[config.mk]
export PLATFORM = sky130hd
export DESIGN_NAME = regfile_arbiter_flat
export DESIGN_NICKNAME = d
export VERILOG_FILES = /design/src/rtl/regfile_arbiter_pkg.sv /design/src/rtl/regfile_arbiter_if.sv /design/src/rtl/regfile_arbiter_rr_arb2.sv /design/src/rtl/regfile_arbiter.sv /design/src/flat_wrapper.sv
export SDC_FILE = /design/constraint.sdc
export NUM_CORES = 1
export LEC_CHECK = 0
export BUFFER_PORTS_ARGS = -buffer_cell sky130_fd_sc_hd__buf_2
export CAP_MARGIN = 20
export CORE_UTILIZATION = 48
export DETAILED_ROUTE_END_ITERATION = 10
export PLACE_DENSITY = 0.8
export SLEW_MARGIN = 0
export SYNTH_ARGS = -nofsm -noshare
export SYNTH_HDL_FRONTEND = slang
export SYNTH_SLANG_ARGS = --single-unit
[constraint.sdc]
create_clock -name clk -period 4.95 [get_ports clk]
set_clock_uncertainty 0.15 [all_clocks]
set_input_delay 0.99 -clock clk [delete_from_list [all_inputs] [get_ports clk]]
set_output_delay 0.99 -clock clk [all_outputs]
set_load 0.02 [all_outputs]
[src/rtl/regfile_arbiter_pkg.sv]
// rtl/regfile_arbiter_pkg.sv - shared types and constants for the regfile arbiter
// Contents: FSM state enum, default data/address widths, requester index constants.

package regfile_arbiter_pkg;

  localparam int DATA_W_DEF = 32;
  localparam int ADDR_W_DEF = 5;

  // Requester indices as carried in the latched winner / priority pointer.
  localparam logic REQ_IDX0 = 1'b0;
  localparam logic REQ_IDX1 = 1'b1;

  typedef enum logic [1:0] {
    IDLE   = 2'd0,
    ISSUE  = 2'd1,
    RDWAIT = 2'd2
  } state_t;

endpackage

[src/rtl/regfile_arbiter_if.sv]
// rtl/regfile_arbiter_if.sv - requester and regfile bus bundle for the regfile arbiter
// Requester side: req/we/addr/wdata in, gnt/rvalid/rdata out (one set per requester).
// Regfile side:   rf_selin/rf_selout/rf_inp/rf_read/rf_write/rf_en out, rf_out in.
// Modports: slave = arbiter, master = requesters plus regfile.

interface regfile_arbiter_if
  import regfile_arbiter_pkg::*;
#(
  parameter int DATA_W = DATA_W_DEF,
  parameter int ADDR_W = ADDR_W_DEF
) ();

  logic              req0, req1;
  logic              we0, we1;
  logic [ADDR_W-1:0] addr0, addr1;
  logic [DATA_W-1:0] wdata0, wdata1;
  logic              gnt0, gnt1;
  logic              rvalid0, rvalid1;
  logic [DATA_W-1:0] rdata0, rdata1;

  logic [ADDR_W-1:0] rf_selin, rf_selout;
  logic [DATA_W-1:0] rf_inp;
  logic              rf_read, rf_write, rf_en;
  logic [DATA_W-1:0] rf_out;

  modport slave (
    input  req0, req1, we0, we1, addr0, addr1, wdata0, wdata1, rf_out,
    output gnt0, gnt1, rvalid0, rvalid1, rdata0, rdata1,
    output rf_selin, rf_selout, rf_inp, rf_read, rf_write, rf_en
  );

  modport master (
    output req0, req1, we0, we1, addr0, addr1, wdata0, wdata1, rf_out,
    input  gnt0, gnt1, rvalid0, rvalid1, rdata0, rdata1,
    input  rf_selin, rf_selout, rf_inp, rf_read, rf_write, rf_en
  );

endinterface

[src/rtl/regfile_arbiter_rr_arb2.sv]
// rtl/regfile_arbiter_rr_arb2.sv - two-way round-robin selector (module rr_arb2)
// Ports: clk, reset (async, active-high); req[1:0] requests; advance = a grant is
// taken this cycle; win = winning requester index; any = at least one request.

module rr_arb2
  import regfile_arbiter_pkg::*;
(
  input  logic       clk,
  input  logic       reset,
  input  logic [1:0] req,
  input  logic       advance,
  output logic       win,
  output logic       any
);

  logic ptr;

  // The pointer only matters on contention; a lone requester always wins.
  always_comb begin
    any = |req;
    win = (req[0] & req[1]) ? ptr : req[1];
  end

  // After every grant the other requester gets priority.
  always_ff @(posedge clk or posedge reset) begin
    if (reset) begin
      ptr <= REQ_IDX0;
    end else if (advance) begin
      ptr <= ~win;
    end
  end

endmodule

[src/rtl/regfile_arbiter.sv]
// rtl/regfile_arbiter.sv - two-requester round-robin arbiter in front of a single-port regfile
// Ports: clk, reset (async, active-high), bus (regfile_arbiter_if.slave) carrying both
// requester handshakes and the regfile select/data/strobe lines.

module regfile_arbiter
  import regfile_arbiter_pkg::*;
#(
  parameter int DATA_W = DATA_W_DEF,
  parameter int ADDR_W = ADDR_W_DEF
) (
  input  logic               clk,
  input  logic               reset,
  regfile_arbiter_if.slave   bus
);

  state_t            state, state_nx;
  logic              win, any, grant_take;
  logic              win_q, we_q;
  logic [ADDR_W-1:0] addr_q;
  logic [DATA_W-1:0] wdata_q;
  logic [DATA_W-1:0] rdata0_q, rdata1_q;

  logic              gnt0, gnt1, rvalid0, rvalid1;
  logic              rf_read, rf_write, rf_en;
  logic [ADDR_W-1:0] rf_selin, rf_selout;
  logic [DATA_W-1:0] rf_inp;

  // Requests are only looked at in IDLE, so the pointer moves once per transfer.
  assign grant_take = (state == IDLE) && any;

  rr_arb2 u_rr_arb2 (
    .clk     (clk),
    .reset   (reset),
    .req     ({bus.req1, bus.req0}),
    .advance (grant_take),
    .win     (win),
    .any     (any)
  );

  always_ff @(posedge clk or posedge reset) begin
    if (reset) begin
      state    <= IDLE;
      win_q    <= REQ_IDX0;
      we_q     <= 1'b0;
      addr_q   <= '0;
      wdata_q  <= '0;
      rdata0_q <= '0;
      rdata1_q <= '0;
    end else begin
      state <= state_nx;
      if (grant_take) begin
        win_q   <= win;
        we_q    <= win ? bus.we1    : bus.we0;
        addr_q  <= win ? bus.addr1  : bus.addr0;
        wdata_q <= win ? bus.wdata1 : bus.wdata0;
      end
      if (state == RDWAIT) begin
        if (win_q == REQ_IDX1) begin
          rdata1_q <= bus.rf_out;
        end else begin
          rdata0_q <= bus.rf_out;
        end
      end
    end
  end

  always_comb begin
    state_nx  = state;
    gnt0      = 1'b0;
    gnt1      = 1'b0;
    rvalid0   = 1'b0;
    rvalid1   = 1'b0;
    rf_en     = 1'b0;
    rf_read   = 1'b0;
    rf_write  = 1'b0;
    rf_selin  = '0;
    rf_selout = '0;
    rf_inp    = '0;
    case (state)
      IDLE: begin
        if (any) begin
          state_nx = ISSUE;
        end
      end
      ISSUE: begin
        rf_en = 1'b1;
        gnt0  = (win_q == REQ_IDX0);
        gnt1  = (win_q == REQ_IDX1);
        if (we_q) begin
          rf_write = 1'b1;
          rf_selin = addr_q;
          rf_inp   = wdata_q;
          state_nx = IDLE;
        end else begin
          rf_read   = 1'b1;
          rf_selout = addr_q;
          state_nx  = RDWAIT;
        end
      end
      RDWAIT: begin
        rvalid0  = (win_q == REQ_IDX0);
        rvalid1  = (win_q == REQ_IDX1);
        state_nx = IDLE;
      end
      default: state_nx = IDLE;
    endcase
  end

  assign bus.gnt0      = gnt0;
  assign bus.gnt1      = gnt1;
  assign bus.rvalid0   = rvalid0;
  assign bus.rvalid1   = rvalid1;
  assign bus.rf_en     = rf_en;
  assign bus.rf_read   = rf_read;
  assign bus.rf_write  = rf_write;
  assign bus.rf_selin  = rf_selin;
  assign bus.rf_selout = rf_selout;
  assign bus.rf_inp    = rf_inp;

  // rf_out is already valid during RDWAIT, so it is forwarded while rvalid is high
  // and the captured copy is held afterwards.
  assign bus.rdata0 = rvalid0 ? bus.rf_out : rdata0_q;
  assign bus.rdata1 = rvalid1 ? bus.rf_out : rdata1_q;

endmodule
[src/flat_wrapper.sv]
// flat-port wrapper written by rule: the top's interface ports become plain ports
module regfile_arbiter_flat import regfile_arbiter_pkg::*;
#(
  parameter int DATA_W = DATA_W_DEF,
  parameter int ADDR_W = ADDR_W_DEF
)
  (clk, reset, bus_req0, bus_req1, bus_we0, bus_we1, bus_addr0, bus_addr1, bus_wdata0, bus_wdata1, bus_rf_out, bus_gnt0, bus_gnt1, bus_rvalid0, bus_rvalid1, bus_rdata0, bus_rdata1, bus_rf_selin, bus_rf_selout, bus_rf_inp, bus_rf_read, bus_rf_write, bus_rf_en);
  regfile_arbiter_if #(.DATA_W(DATA_W), .ADDR_W(ADDR_W)) bus_i ();
  input  logic clk;
  input  logic reset;
  input wire logic [$bits(bus_i.req0)-1:0] bus_req0;
  input wire logic [$bits(bus_i.req1)-1:0] bus_req1;
  input wire logic [$bits(bus_i.we0)-1:0] bus_we0;
  input wire logic [$bits(bus_i.we1)-1:0] bus_we1;
  input wire logic [$bits(bus_i.addr0)-1:0] bus_addr0;
  input wire logic [$bits(bus_i.addr1)-1:0] bus_addr1;
  input wire logic [$bits(bus_i.wdata0)-1:0] bus_wdata0;
  input wire logic [$bits(bus_i.wdata1)-1:0] bus_wdata1;
  input wire logic [$bits(bus_i.rf_out)-1:0] bus_rf_out;
  output wire logic [$bits(bus_i.gnt0)-1:0] bus_gnt0;
  output wire logic [$bits(bus_i.gnt1)-1:0] bus_gnt1;
  output wire logic [$bits(bus_i.rvalid0)-1:0] bus_rvalid0;
  output wire logic [$bits(bus_i.rvalid1)-1:0] bus_rvalid1;
  output wire logic [$bits(bus_i.rdata0)-1:0] bus_rdata0;
  output wire logic [$bits(bus_i.rdata1)-1:0] bus_rdata1;
  output wire logic [$bits(bus_i.rf_selin)-1:0] bus_rf_selin;
  output wire logic [$bits(bus_i.rf_selout)-1:0] bus_rf_selout;
  output wire logic [$bits(bus_i.rf_inp)-1:0] bus_rf_inp;
  output wire logic [$bits(bus_i.rf_read)-1:0] bus_rf_read;
  output wire logic [$bits(bus_i.rf_write)-1:0] bus_rf_write;
  output wire logic [$bits(bus_i.rf_en)-1:0] bus_rf_en;
  assign bus_i.req0 = bus_req0;
  assign bus_i.req1 = bus_req1;
  assign bus_i.we0 = bus_we0;
  assign bus_i.we1 = bus_we1;
  assign bus_i.addr0 = bus_addr0;
  assign bus_i.addr1 = bus_addr1;
  assign bus_i.wdata0 = bus_wdata0;
  assign bus_i.wdata1 = bus_wdata1;
  assign bus_i.rf_out = bus_rf_out;
  assign bus_gnt0 = bus_i.gnt0;
  assign bus_gnt1 = bus_i.gnt1;
  assign bus_rvalid0 = bus_i.rvalid0;
  assign bus_rvalid1 = bus_i.rvalid1;
  assign bus_rdata0 = bus_i.rdata0;
  assign bus_rdata1 = bus_i.rdata1;
  assign bus_rf_selin = bus_i.rf_selin;
  assign bus_rf_selout = bus_i.rf_selout;
  assign bus_rf_inp = bus_i.rf_inp;
  assign bus_rf_read = bus_i.rf_read;
  assign bus_rf_write = bus_i.rf_write;
  assign bus_rf_en = bus_i.rf_en;
  regfile_arbiter #(.DATA_W(DATA_W), .ADDR_W(ADDR_W)) u_core (.clk(clk), .reset(reset), .bus(bus_i));
endmodule
* Word-level counts from Yosys, hierarchy flattened *
Index checks and enable logic that the tools add are counted.

cells by class
  reductions and logical operators = 5
  bitwise logic cells = 3
  equal/unequal tests = 3
  muxes and demuxes = 24

operators by type and width
  operator                                                                  count
  32-bit 2-to-1 mux                                                         5
  5-bit 2-to-1 mux                                                          5
  1-bit 2-to-1 mux                                                          11
  2-bit 2-to-1 mux                                                          2
  2-bit one-hot mux with 2 select lines                                     1
  2-bit AND reduction                                                       2
  2-bit by 1-bit == test with 1-bit output (second input constant)          1
  2-bit == test (second input constant)                                     1
  2-bit logical NOT                                                         1
  2-bit by 1-bit inequality test with 1-bit output (second input constant)  1
  1-bit NOT                                                                 2
  2-bit OR reduction                                                        1
  1-bit AND                                                                 1
  1-bit logical AND                                                         1

word-level totals
  bits of input ports = 112
  register bits after elaboration = 106
  word-level logic and storage cells = 43
  output and inout port bits = 113

* Depth between registers and ports, before layout *
Gate-level depths: netlist (run 1).

  depth in word-level cells = 3
  mapped depth = 6
  mapped depth without buffers = 3

* By module *
From an unflattened synthesis (run 1), not the netlist that was laid out.

second synthesis, totals
  cell total of the unflattened synthesis = 361
  area total of the unflattened synthesis = 5,138.7 µm²

modules (own cells, without submodules)
  module           times used  sequential area each (µm²)  area each (µm²)  cells each
  regfile_arbiter  1           2,627.5                     5,072.4          354
  rr_arb2          1           25.0                        66.3             7

* Worst setup path before layout (run 1) *
Ideal clock, no wire load.

  kind = reg2out
  start = register u_core.win_q
  end = output bus_rdata0[12]
  required time = 3.810 ns
  arrival time = 1.425 ns
  buffers on the path = 2
  stages on the path, launching flop included = 5
  path slack = 2.385 ns
  cells stage by stage = dfrtp_1 -> nor3b_1 -> buf_2 -> buf_4 -> mux2_1

between the ends
  word-level cells in the longest chain between the ends = 3

ends and longest elaborated chain
  element                   RTL line                source
  start: declaration        regfile_arbiter.sv:18   logic win_q, we_q;
  start signal: assignment  regfile_arbiter.sv:52   win_q <= win;
  1-bit NOT                 regfile_arbiter.sv:101  rvalid0 = (win_q == REQ_IDX0);
  1-bit 2-to-1 mux          regfile_arbiter.sv:79   case (state)
  32-bit 2-to-1 mux         regfile_arbiter.sv:122  assign bus.rdata0 = rvalid0 ? bus.rf_out : rdata0_q;
  end: declaration          flat_wrapper.sv:24      output wire logic [$bits(bus_i.rdata0)-1:0] bus_rdata0;

No other way between the ends.

* Worst setup path after layout (run 1) *
  start = register u_core.state[1]
  end = output bus_rf_inp[16]

between the ends
  word-level cells in the longest chain between the ends = 2

ends and longest elaborated chain
  element                                   RTL line               source
  start: declaration                        regfile_arbiter.sv:16  state_t state, state_nx;
  start signal: assignment                  regfile_arbiter.sv:50  state <= state_nx;
  2-bit by 1-bit == test with 1-bit output  regfile_arbiter.sv:79
  32-bit 2-to-1 mux                         regfile_arbiter.sv:79
  end: declaration                          flat_wrapper.sv:28     output wire logic [$bits(bus_i.rf_inp)-1:0] bus_rf_inp;

No other way between the ends.

==> results of run 1 <==
synth_stat cells:
library cell	count
a21oi_1	39
a31oi_1	38
a31oi_2	1
and2_1	7
and3_1	37
buf_2	14
buf_4	6
buf_6	4
clkbuf_1	24
dfrtp_1	106
inv_1	4
inv_2	1
mux2_1	49
mux2_2	47
nand2b_1	2
nand3_1	39
nand3b_1	1
nor2_1	5
nor2b_1	1
nor3b_1	1
o21ai_0	34
o21ai_1	5
or2_1	1
sequential cells by signal, summed over array words and instances, names as in the netlist:
signal                cells
u_core.rdata0_q          32
u_core.rdata1_q          32
u_core.wdata_q           32
u_core.addr_q             5
u_core.state              2
u_core.u_rr_arb2.ptr      1
u_core.we_q               1
u_core.win_q              1
through the flow:
stage                     hold slack, ns  cell area, sq um  cells  utilization
after floorplan                    0.300              5170    466            -
after global placement             0.310              6280    784        0.605
after detailed placement           0.318              6320    786        0.609
after CTS                          0.341              6490    801        0.626
after global routing               0.360              6520    802        0.629
final                              0.340              6520    802        0.629
worst register-to-register path, delay by kind of cell, from the launching register on:
family          cells  cell delay, ns
buf+inv             1            0.39
simple gates        2            1.03
compound gates      1            0.17
flops               1            0.45
cell type report:
| type | instances | area (sq um) |
|---|---|---|
| Fill cell | 864 | 3850 |
| Clock buffer | 9 | 124 |
| Multi-Input combinational cell | 307 | 2270 |
| Sequential cell | 106 | 2650 |
| Inverter | 5 | 21.3 |
| Tap cell | 136 | 170 |
| Timing Repair Buffer | 233 | 1240 |
| Clock inverter | 6 | 50.0 |
per-layer routing:
| layer | track usage | share of wire | up-vias |
|---|---|---|---|
| li1 | - | - | 2085 |
| met3 | 0.0581 | 0.084 | 12 |
| met5 | 0 | 0 | - |
| met4 | 0.0694 | 0.013 | 0 |
| met2 | 0.417 | 0.49 | 233 |
| met1 | 0.313 | 0.41 | 2123 |
final timing paths:
| path | startpoint | to | slack [ns] |
|---|---|---|---|
| setup / recovery | u_core.state[1]$_DFFE_PP0P_ | bus_rf_inp[16] | 1.55 |
| hold / removal | u_core.rdata0_q[28]$_DFFE_PP0P_ | u_core.rdata0_q[28]$_DFFE_PP0P_ | 0.34 |
| setup reg to reg | u_core.state[0]$_DFFE_PP0P_ | u_core.wdata_q[29]$_DFFE_PP0P_ | 2.62 |
| hold reg to reg | u_core.rdata0_q[28]$_DFFE_PP0P_ | u_core.rdata0_q[28]$_DFFE_PP0P_ | 0.34 |
| max in group asynchronous | reset | u_core.rdata0_q[12]$_DFFE_PP0P_ | 3.01 |
| min in group asynchronous | reset | u_core.rdata1_q[7]$_DFFE_PP0P_ | 0.68 |
power by group:
part / switching [mW] / internal (mW) / total (mW)
registers: 0.208 / 1.30 / 1.51
clock network: 0.309 / 0.186 / 0.495
logic: 1.47 / 0.940 / 2.41
total: 1.99 / 2.43 / 4.42
cell families after synthesis:
group                  Yosys count
AOI/OAI and AO/OA              117
DFF                            106
muxes                           96
and+or+nand+nor                 94
buffers and inverters           53
==> results.env, run 1 <==
RUN_STATUS='complete, no violations'
RSZ0062_AT_GRT='false'
CRIT_REQUIRED_NS=3.81
CTS.REPAIR_TIMING.SETUP_BUFFER_COUNT=0
TIMING.CRITICAL_PATH.SLOWEST_STAGE_CELL='inv_1'
WORSTSETUPPATHDEPTH=4
MAX_STAGE_DELAY_NS=0.77
R2R.WORST_PATH.CELLS=4
MAXIMUM_NUMBER_OF_PINS_ON_ONE_NET_BEFORE_GLOBAL_ROUTE_REPAIR=78
LAYOUT_COMMONEST_CELL='buf_2'
SETUP_WS_NS=1.55
NUMCTSBUFFERS=9
GRT-OVFL-TOTAL=0
TOTAL_POWER_mW=4.42
CP_DATA_ARRIVAL_TIME_NS=2.26
POST_SYNTH_AND_OR_NAND_NOR_AREA_FRACTION=0.102
SYNTH_SEQUENTIAL_AREA_RATIO=0.513
SYNTH_MUX_AREA_FRAC=0.209
POST_SYNTH_FA_HA_MAJ_AREA_FRACTION=0
DIE_H_UM=106
CTS_TREE='yes'
SKEW_PAIR_LATE_INSERTION_DELAY_NS=0.36
CTS.CLK_SLEW.WORST_PATHS_NS=0.10
SYNTH_COMPOUND_AREA_FRAC=0.124
DETAILEDROUTE.FIRSTPASSITERATIONCOUNT=4
CRITICALPATHCATEGORY='reg -> out'
MOSTFREQUENTLAYOUTCELLS='224 x buf_2, 106 x dfrtp_1, 49 x mux2_1'
TIGHTEST_SLEW_NS=1.01
DRT-VIAS-PER-INSTANCE=5.55
CP_MAX_FO=39
PORTION_OF_SYNTHESIZED_CELL_AREA_OCCUPIED_BY_THE_LEADING_CELL_TYPE=0.513
FINALSETUPVIOLATIONS=0
SYNTHESIZED_INSTANCE_COUNT=466
SYNTH_AREA_PER_CELL_SQ_UM=11.1
FLOORPLAN.ROWS=37
DRCVIOLATIONCOUNT=0
MAX-CAP-VIOLATIONS=0
DRT-INITIAL-DRC-COUNT=221
POST_SYNTH_MAIN_AREA_CONTRIBUTORS='dfrtp_1 51%, mux2_1 11%, mux2_2 10%'
PLACE.GP.CONGESTION=0.746
DIE_WIDTH_UM=106
YOSYS.AREA.TOP_TYPE='dfrtp_1'
GRT_PASS1_WL_UM=21800
CP.BUFFERS_INVERTERS=2
CTSHOLDBUFFERS=0
FINISH.NET_COUNT=774
SYNTH_WARNINGS=0
PORTBUFFERS=224
TIMING.FINAL.CRIT_SHARE=0.687
DETAILEDPLACEMENTHPWL_UM=9160
HOLD_VIOLATIONS=0
ROUTED-VIA-COUNT=4453
DESIGN.DIE.AREA_SQ_MM=0.0112
CTS-ROOT-BUF='clkbuf_8'
LEAKAGE_nW=3.24
CRIT_PATH_END_KIND='output pin'
ANTENNA_VIOLATING_NETS_POST_ROUTE=0
PEAKVDDDROP_mV=0.347
AVGROUTEDWIREPERCELL_UM=16.9
CORE_REGION_AREA_SQ_MM=0.0104
DIODES=0
LARGEST_FAMILY_OF_LOGIC_CELLS_BY_SYNTHESIZED_AREA='multiplexers'
INITIAL_CORE_UTIL=0.499
GRT_PASS1_VIAS=4401
NUMBER_OF_CLOCK_SINKS_SEEN_BY_CTS=106
CRIT_CHAIN='nand2b_1 -> inv_1 -> and3_1 -> buf_2'
MAX_FREQ_MHz=294
CTS_RESIZED=0
LAYOUT_MIN_CYCLE_TIME_NS=3.40
MAX-CLOCK-PATH-BUFFERS=2
IO_PINS=225
SYNTH.FF_LATCH_COUNT=106
TIMING.CRITICAL_PATH.MAX_DELAY_FAMILY='buffers and inverters'
DETAILEDPLACE.WORSTSLACK_NS=1.95
SYNTH-XOR-AREA-SHARE=0
TIMING.HOLD.WORST_PATH_DEPTH=1
CP-START-KIND='flip-flop'
SYNTH_CELL_TYPE_COUNT=23
ANTENNA_FOUND_INITIAL=0
SYNTH_AREA_SQ_MM=0.00517
AREAGROWTHSYNTHTOFINISH_PCT=26.1
POST_ROUTE_CELLS_DRIVE_ABOVE_1_SHARE=0.452
POWER_PER_CELL_AREA_mW_PER_MM2=678
CTSHTREEMAXLEVEL=3
FIN_TNS_SETUP_NS=0
WORSTHOLDPATHTYPE='reg -> reg'
WORST_SLEW_MARGIN_REL=0.325
DRT-TOTAL-WL_UM=13600
MAPPEDNETLISTNETS=578
OVERALL_ROUTING_RESOURCE_USAGE=0.246
DRV_SLEW=0
Note: power is estimated with default switching activity, not from simulation.
==> run 2: changes to the inputs <==
ABC_AREA = 1   (was default)
clock period = 3.3 ns   (was 4.95 ns; I/O delays follow)
==> results.env, run 2 <==
RUN_STATUS='complete, no violations'  # unchanged
SYNTH_MUX_AREA_FRAC=0  # was 0.209
OVERALL_ROUTING_RESOURCE_USAGE=0.251  # was 0.246
POSTSYNTH.TOPFLOPCELL='dfrtp_1'  # unchanged
FINALSETUPVIOLATIONS=0  # unchanged
TOTAL_POWER_mW=6.56  # was 4.42 mW
SYNTH.FF_LATCH_COUNT=106  # unchanged
RSZ0062_AT_GRT='false'  # unchanged
IO_PINS=225  # unchanged
DETAILEDPLACEMENTHPWL_UM=9800  # was 9160 um
DIE_WIDTH_UM=106  # about the same
SETUP_WS_NS=0.299  # was 1.55 ns
LAYOUT_COMMONEST_CELL='buf_2'  # unchanged
CTSHTREEMAXLEVEL=3  # unchanged
GRT_PASS1_WL_UM=22200  # was 21800 um
SKEW_PAIR_LATE_INSERTION_DELAY_NS=0.36  # about the same
AVGROUTEDWIREPERCELL_UM=12.8  # was 16.9 um
CTS-ROOT-BUF='clkbuf_8'  # unchanged
MAX-CLOCK-PATH-BUFFERS=2  # unchanged
SYNTH_WARNINGS=0  # unchanged
POWER_PER_CELL_AREA_mW_PER_MM2=989  # was 678 mW/mm^2
DRT-INITIAL-DRC-COUNT=378  # was 221
POST_SYNTH_FA_HA_MAJ_AREA_FRACTION=0  # unchanged
PEAKVDDDROP_mV=0.540  # was 0.347 mV
TIMING.CRITICAL_PATH.SLOWEST_STAGE_CELL='nand3_2'  # was inv_1
CTS.REPAIR_TIMING.SETUP_BUFFER_COUNT=0  # unchanged
DPL_CELL_AREA_SQ_MM=0.00642  # was 0.00632 sq mm
CTSHOLDBUFFERS=0  # unchanged
TIMING.CRITICAL_PATH.MAX_DELAY_FAMILY='buffers and inverters'  # unchanged
ANTENNA_FOUND_INITIAL=0  # unchanged
FINISH.NET_COUNT=1030  # was 774
SYNTH.TOP_CELLS.BY_COUNT='215 x nand2_1, 124 x inv_1, 106 x dfrtp_1'  # was 106 x dfrtp_1, 49 x mux2_1, 47 x mux2_2
GRT_PASS1_VIAS=4765  # was 4401
FIN_AREA_SQ_MM=0.00663  # was 0.00652 sq mm
SYNTH_AREA_PER_CELL_SQ_UM=7.29  # was 11.1 sq um
CRIT_PATH_END_KIND='output pin'  # unchanged
LAYOUT_MIN_CYCLE_TIME_NS=3.00
MAX-CAP-VIOLATIONS=0  # unchanged
TIMING.FINAL.CRIT_SHARE=0.909
LARGEST_REGISTERS='u_core.rdata0_q: 32 flops, u_core.rdata1_q: 32 flops, u_core.wdata_q: 32 flops'  # unchanged
SYNTH_AREA_SQ_MM=0.00522  # was 0.00517 sq mm
SYNTH-XOR-AREA-SHARE=0  # unchanged
MAX_FREQ_MHz=333
CP_MAX_FO=28  # was 39
ANTENNA_VIOLATING_NETS_POST_ROUTE=0  # unchanged
POST_SYNTH_AND_OR_NAND_NOR_AREA_FRACTION=0.265  # was 0.102
LARGEST_FAMILY_OF_LOGIC_CELLS_BY_SYNTHESIZED_AREA='simple AND/OR/NAND/NOR gates'  # was multiplexers
POST_SYNTH_MAIN_AREA_CONTRIBUTORS='dfrtp_1 51%, nand2_1 15%, o21ai_0 9.3%'  # was dfrtp_1 51%, mux2_1 11%, mux2_2 10%
CTS_RESIZED=0  # unchanged
SYNTH_CELL_TYPE_COUNT=14  # was 23
CP-START-KIND='flip-flop'  # unchanged
MOSTFREQUENTLAYOUTCELLS='224 x buf_2, 215 x nand2_1, 123 x inv_1'  # was 224 x buf_2, 106 x dfrtp_1, 49 x mux2_1
NUMCTSBUFFERS=9  # unchanged
CRITICALPATHCATEGORY='reg -> out'  # unchanged
CTS.CLK_SLEW.WORST_PATHS_NS=0.10  # about the same
PLACE.GP.CONGESTION=0.838  # was 0.746
TIMING.RR.END='u_core.rdata1_q[21]$_DFFE_PP0P_'  # was u_core.wdata_q[29]$_DFFE_PP0P_
DRT-TOTAL-WL_UM=13600  # about the same
TIMING.RR.START='u_core.state[0]$_DFFE_PP0P_'  # unchanged
DIODES=0  # unchanged
SYNTH_SEQUENTIAL_AREA_RATIO=0.508  # was 0.513
MAPPEDNETLISTNETS=828  # was 578
MAX_STAGE_DELAY_NS=0.42  # was 0.77 ns
CRIT_CHAIN='inv_1 -> nand3_2 -> buf_4 -> o21ai_0 -> buf_2'  # was nand2b_1 -> inv_1 -> and3_1 -> buf_2
CRITICAL_PATH_CAPTURE_POINT='bus_rdata1[21]'  # was bus_rf_inp[16]
DETAILEDPLACE.WORSTSLACK_NS=0.688  # was 1.95 ns
DETAILEDROUTE.FIRSTPASSITERATIONCOUNT=4  # unchanged
CRIT_REQUIRED_NS=2.49  # was 3.81 ns
CP-STARTPOINT='u_core.state[0]$_DFFE_PP0P_'  # was u_core.state[1]$_DFFE_PP0P_
AREAGROWTHSYNTHTOFINISH_PCT=27.0  # was 26.1%
POST_ROUTE_CELLS_DRIVE_ABOVE_1_SHARE=0.278  # was 0.452
WORSTSETUPPATHDEPTH=5  # was 4
GRT-OVFL-TOTAL=0  # unchanged
DRCVIOLATIONCOUNT=0  # unchanged
SYNTH_COMPOUND_AREA_FRAC=0.0944  # was 0.124
ROUTED-VIA-COUNT=5116  # was 4453
CORE_REGION_AREA_SQ_MM=0.0104  # about the same
SYNTHESIZED_INSTANCE_COUNT=716  # was 466
FIN_TNS_SETUP_NS=0  # unchanged
NUMBER_OF_CLOCK_SINKS_SEEN_BY_CTS=106  # unchanged
SYNTH_EDF_COUNT=0  # unchanged
YOSYS.AREA.TOP_TYPE='dfrtp_1'  # unchanged
TIGHTEST_SLEW_NS=0.659  # was 1.01 ns
CTS_TREE='yes'  # unchanged
WORST_SLEW_MARGIN_REL=0.560  # was 0.325
DRV_SLEW=0  # unchanged
LEAKAGE_nW=4.06  # was 3.24 nW
DRT-VIAS-PER-INSTANCE=4.83  # was 5.55
CELL_WITH_THE_MOST_INSTANCES_AFTER_SYNTHESIS='nand2_1'  # was dfrtp_1
FF2FF_SETUP_SLACK_NS=1.44  # was 2.62 ns
CP.BUFFERS_INVERTERS=3  # was 2
HOLD_VIOLATIONS=0  # unchanged
PORTBUFFERS=224  # unchanged
ASYNCSETRESETFLOPFRACSYNTH=1.00  # unchanged
MAXIMUM_NUMBER_OF_PINS_ON_ONE_NET_BEFORE_GLOBAL_ROUTE_REPAIR=53  # was 78
INITIAL_CORE_UTIL=0.501  # was 0.499
R2R.WORST_PATH.CELLS=4  # unchanged
FLOORPLAN.ROWS=37  # unchanged
CP_DATA_ARRIVAL_TIME_NS=2.19  # was 2.26 ns
DIE_H_UM=106  # about the same
WORSTHOLDPATHTYPE='in -> async'  # was reg -> reg
PORTION_OF_SYNTHESIZED_CELL_AREA_OCCUPIED_BY_THE_LEADING_CELL_TYPE=0.508  # was 0.513
DESIGN.DIE.AREA_SQ_MM=0.0113  # was 0.0112 sq mm
## run 2: final cells by class
cell class              instances  area [sq um]
clock inverters                 6          72.6
fillers                       981          3780
repair buffers                235          1230
flip-flops and latches        106          2650
multi-input cells             440          1890
well taps                     136           170
inverters                     126           477
clock buffers                  10           138
## run 2: metal layers
layer	GRT usage	up-vias	routed length (um)
met4	0.0704	0	186
met3	0.0638	16	1080
met5	0	-	0
met2	0.421	215	6330
li1	-	2583	-
met1	0.322	2302	6000
## run 2: power breakdown
part,leakage [nW],internal [mW],switching [mW]
registers,1.28,1.96,0.284
logic,2.67,1.06,2.41
clock network,0.109,0.381,0.461
## run 2: kinds of logic after synthesis
group	count (synthesis)
AND/OR/NAND/NOR	342
buffers and inverters	170
AO/OA/AOI/OAI	98
flip-flops	106
## run 2: worst min path at each step
stage	from	to	slack, ns	cells past startpoint
3_3_place_gp	u_core.rdata0_q[6]$_DFFE_PP0P_	u_core.rdata0_q[6]$_DFFE_PP0P_	0.31	2
2_1_floorplan	u_core.rdata0_q[0]$_DFFE_PP0P_	u_core.rdata0_q[0]$_DFFE_PP0P_	0.29	2
5_1_grt	reset	u_core.rdata0_q[25]$_DFFE_PP0P_	0.25	2
6_report	reset	u_core.rdata1_q[25]$_DFFE_PP0P_	0.22	2
3_5_place_dp	u_core.rdata0_q[3]$_DFFE_PP0P_	u_core.rdata0_q[3]$_DFFE_PP0P_	0.31	2
4_1_cts	reset	u_core.rdata1_q[25]$_DFFE_PP0P_	0.22	2
## run 2: stage by stage
step / std cells / hold WS [ns] / util
final: 1059 / 0.218 / 0.637
after global routing: 1059 / 0.247 / 0.637
after CTS: 1059 / 0.224 / 0.637
after detailed placement: 1043 / 0.314 / 0.616
after global placement: 1043 / 0.307 / 0.616
after floorplan: 716 / 0.293 / -
==> run 3: changes to the inputs <==
CORE_UTILIZATION = 49   (was 48)
CTS_BUF_LIST = sky130_fd_sc_hd__clkbuf_4 sky130_fd_sc_hd__clkbuf_8   (was default)
CTS_CLUSTER_SIZE = 10   (was default)
MAX_ROUTING_LAYER = met4   (was default)
PLACE_DENSITY = 0.81   (was 0.8)
==> results.env, run 3 (synthesis results as in run 2) <==
CRIT_REQUIRED_NS=2.49  # about the same
GRT_PASS1_WL_UM=22000  # was 22200 um
WORSTSETUPPATHDEPTH=5  # unchanged
FLOORPLAN.ROWS=37  # unchanged
CORE_REGION_AREA_SQ_MM=0.0103  # was 0.0104 sq mm
CTS_RESIZED=0  # unchanged
IO_PINS=225  # unchanged
DRV_SLEW=0  # unchanged
TIMING.CRITICAL_PATH.MAX_DELAY_FAMILY='buffers and inverters'  # unchanged
MAX_FREQ_MHz=338  # was 333 MHz
P_INT_mW=3.34  # was 3.40 mW
TIMING.RR.END='u_core.rdata0_q[19]$_DFFE_PP0P_'  # was u_core.rdata1_q[21]$_DFFE_PP0P_
DRCVIOLATIONCOUNT=0  # unchanged
MAX-CLOCK-PATH-BUFFERS=2  # unchanged
RSZ0062_AT_GRT='false'  # unchanged
CP-STARTPOINT='u_core.win_q$_DFFE_PP0P_'  # was u_core.state[0]$_DFFE_PP0P_
LAYOUT_MIN_CYCLE_TIME_NS=2.96  # was 3.00 ns
R2R.WORST_PATH.CELLS=5  # was 4
NUMCTSBUFFERS=9  # unchanged
POWER_PER_CELL_AREA_mW_PER_MM2=978  # was 989 mW/mm^2
CTSHOLDBUFFERS=0  # unchanged
MAX_STAGE_DELAY_NS=0.42  # about the same
DRT-VIAS-PER-INSTANCE=4.78  # was 4.83
MAX-CAP-VIOLATIONS=0  # unchanged
WORSTHOLDPATHTYPE='in -> async'  # unchanged
P_SW_FRAC=0.483  # was 0.481
RUN_STATUS='complete, no violations'  # unchanged
CP.BUFFERS_INVERTERS=3  # unchanged
NUMBER_OF_CLOCK_SINKS_SEEN_BY_CTS=106  # unchanged
CRIT_PATH_END_KIND='output pin'  # unchanged
PEAKVDDDROP_mV=0.515  # was 0.540 mV
POST_ROUTE_CELLS_DRIVE_ABOVE_1_SHARE=0.278  # about the same
SHARE_SEQ_OF_TOTAL_POWER=0.344  # was 0.341
FIN_TNS_SETUP_NS=0  # unchanged
ROUTED-VIA-COUNT=5060  # was 5116
GRT-OVFL-TOTAL=0  # unchanged
DIE_WIDTH_UM=105  # was 106 um
CTS-ROOT-BUF='clkbuf_8'  # unchanged
LARGEST_REGISTERS='u_core.rdata0_q: 32 flops, u_core.rdata1_q: 32 flops, u_core.wdata_q: 32 flops'  # unchanged
MOSTFREQUENTLAYOUTCELLS='224 x buf_2, 215 x nand2_1, 123 x inv_1'  # unchanged
MAXIMUM_NUMBER_OF_PINS_ON_ONE_NET_BEFORE_GLOBAL_ROUTE_REPAIR=68  # was 53
CP_DATA_ARRIVAL_TIME_NS=2.15  # was 2.19 ns
TIMING.RR.START='u_core.win_q$_DFFE_PP0P_'  # was u_core.state[0]$_DFFE_PP0P_
POWER.SHARE.CLOCK=0.122  # was 0.128
ANTENNA_VIOLATING_NETS_POST_ROUTE=0  # unchanged
FINISH.NET_COUNT=1029  # was 1030
DETAILEDROUTE.FIRSTPASSITERATIONCOUNT=5  # was 4
LAYOUT_COMMONEST_CELL='buf_2'  # unchanged
TOTAL_POWER_mW=6.47  # was 6.56 mW
LEAKAGE_nW=4.05  # was 4.06 nW
FINALSETUPVIOLATIONS=0  # unchanged
COMB_POWER_SHARE=0.534  # was 0.530
DESIGN.DIE.AREA_SQ_MM=0.0111  # was 0.0113 sq mm
DRT-TOTAL-WL_UM=13100  # was 13600 um
CTS_TREE='yes'  # unchanged
FF2FF_SETUP_SLACK_NS=1.49  # was 1.44 ns
GRT_PASS1_VIAS=4698  # was 4765
WORST_SLEW_MARGIN_REL=0.584  # was 0.560
CTSHTREEMAXLEVEL=3  # unchanged
TIMING.FINAL.CRIT_SHARE=0.898  # was 0.909
CTS.CLK_SLEW.WORST_PATHS_NS=0.11  # was 0.10 ns
CRITICAL_PATH_CAPTURE_POINT='bus_rdata0[30]'  # was bus_rdata1[21]
PLACE.GP.CONGESTION=0.793  # was 0.838
CP-START-KIND='flip-flop'  # unchanged
CRITICALPATHCATEGORY='reg -> out'  # unchanged
DRT-INITIAL-DRC-COUNT=363  # was 378
HOLD_VIOLATIONS=0  # unchanged
AREAGROWTHSYNTHTOFINISH_PCT=26.7  # was 27.0%
TIGHTEST_SLEW_NS=0.623  # was 0.659 ns
DIE_H_UM=105  # was 106 um
AVGROUTEDWIREPERCELL_UM=12.4  # was 12.8 um
DETAILEDPLACEMENTHPWL_UM=9470  # was 9800 um
CTS.REPAIR_TIMING.SETUP_BUFFER_COUNT=0  # unchanged
CP_MAX_FO=67  # was 28
SKEW_PAIR_LATE_INSERTION_DELAY_NS=0.36  # about the same
PORTBUFFERS=224  # unchanged
CRIT_CHAIN='inv_1 -> nand3_2 -> buf_12 -> o21ai_0 -> buf_2'  # was inv_1 -> nand3_2 -> buf_4 -> o21ai_0 -> buf_2
OVERALL_ROUTING_RESOURCE_USAGE=0.254  # was 0.251
TIMING.CRITICAL_PATH.SLOWEST_STAGE_CELL='dfrtp_1'  # was nand3_2
ANTENNA_FOUND_INITIAL=1  # was 0
INITIAL_CORE_UTIL=0.506  # was 0.501
POWER.SWITCHING_mW=3.12  # was 3.16 mW
-- run 3: cell count changes in the layout (fill, tap and decap cells not counted) --
cell       previous run  this run
clkinv_2              1         0
bufinv_16             1         0
inv_6                 1         0
buf_4                 9         8
clkinv_4              2         4
diode_2               0         1
clkbuf_8             10        11
-- run 3: power groups by stage --
| stage | combinational (mW) | clock [mW] | sequential, mW |
|---|---|---|---|
| CTS | 3.49 | 0.810 | 2.23 |
| global placement | 3.41 | 0 | 2.23 |
| global route | 3.85 | 0.864 | 2.29 |
| finish | 3.45 | 0.788 | 2.23 |
| floorplan | 2.47 | 0 | 2.16 |
| detailed placement | 3.48 | 0 | 2.24 |
-- run 3: stage by stage --
stage / utilization / setup slack, ns / std cells / cell area [sq um] / hold slack, ns
floorplan: - / 1.02 / 716 / 5230 / 0.293
global placement: 0.621 / 0.733 / 1042 / 6410 / 0.309
detailed placement: 0.621 / 0.716 / 1042 / 6410 / 0.314
CTS: 0.640 / 0.310 / 1058 / 6610 / 0.0746
global route: 0.641 / 0.0353 / 1059 / 6610 / 0.0800
finish: 0.641 / 0.337 / 1059 / 6610 / 0.0904
-- run 3: how the worst min path moves through the flow --
stage | startpoint | end | slack [ns] | cells past startpoint
after global routing | reset | u_core.rdata0_q[17]$_DFFE_PP0P_ | 0.08 | 2
after global placement | u_core.rdata0_q[6]$_DFFE_PP0P_ | u_core.rdata0_q[6]$_DFFE_PP0P_ | 0.31 | 2
after detailed placement | u_core.rdata0_q[10]$_DFFE_PP0P_ | u_core.rdata0_q[10]$_DFFE_PP0P_ | 0.31 | 2
final | reset | u_core.rdata0_q[19]$_DFFE_PP0P_ | 0.09 | 2
after floorplan | u_core.rdata0_q[0]$_DFFE_PP0P_ | u_core.rdata0_q[0]$_DFFE_PP0P_ | 0.29 | 2
after CTS | reset | u_core.rdata0_q[19]$_DFFE_PP0P_ | 0.07 | 2
-- run 3: metal layers --
| metal | GRT usage | vias up | wire length (um) |
|---|---|---|---|
| met5 | - | - | 0 |
| met4 | 0.0795 | 0 | 195 |
| met3 | 0.0513 | 16 | 843 |
| met2 | 0.404 | 199 | 6190 |
| met1 | 0.328 | 2269 | 5860 |
| li1 | - | 2576 | - |
-- run 3: layout make-up --
class | instances | area (sq um)
Sequential cell | 106 | 2650
Inverter | 126 | 477
Tap cell | 136 | 170
Clock buffer | 11 | 151
Clock inverter | 5 | 46.3
Antenna cell | 1 | 2.50
Multi-Input combinational cell | 440 | 1890
Fill cell | 956 | 3710
Timing Repair Buffer | 234 | 1220
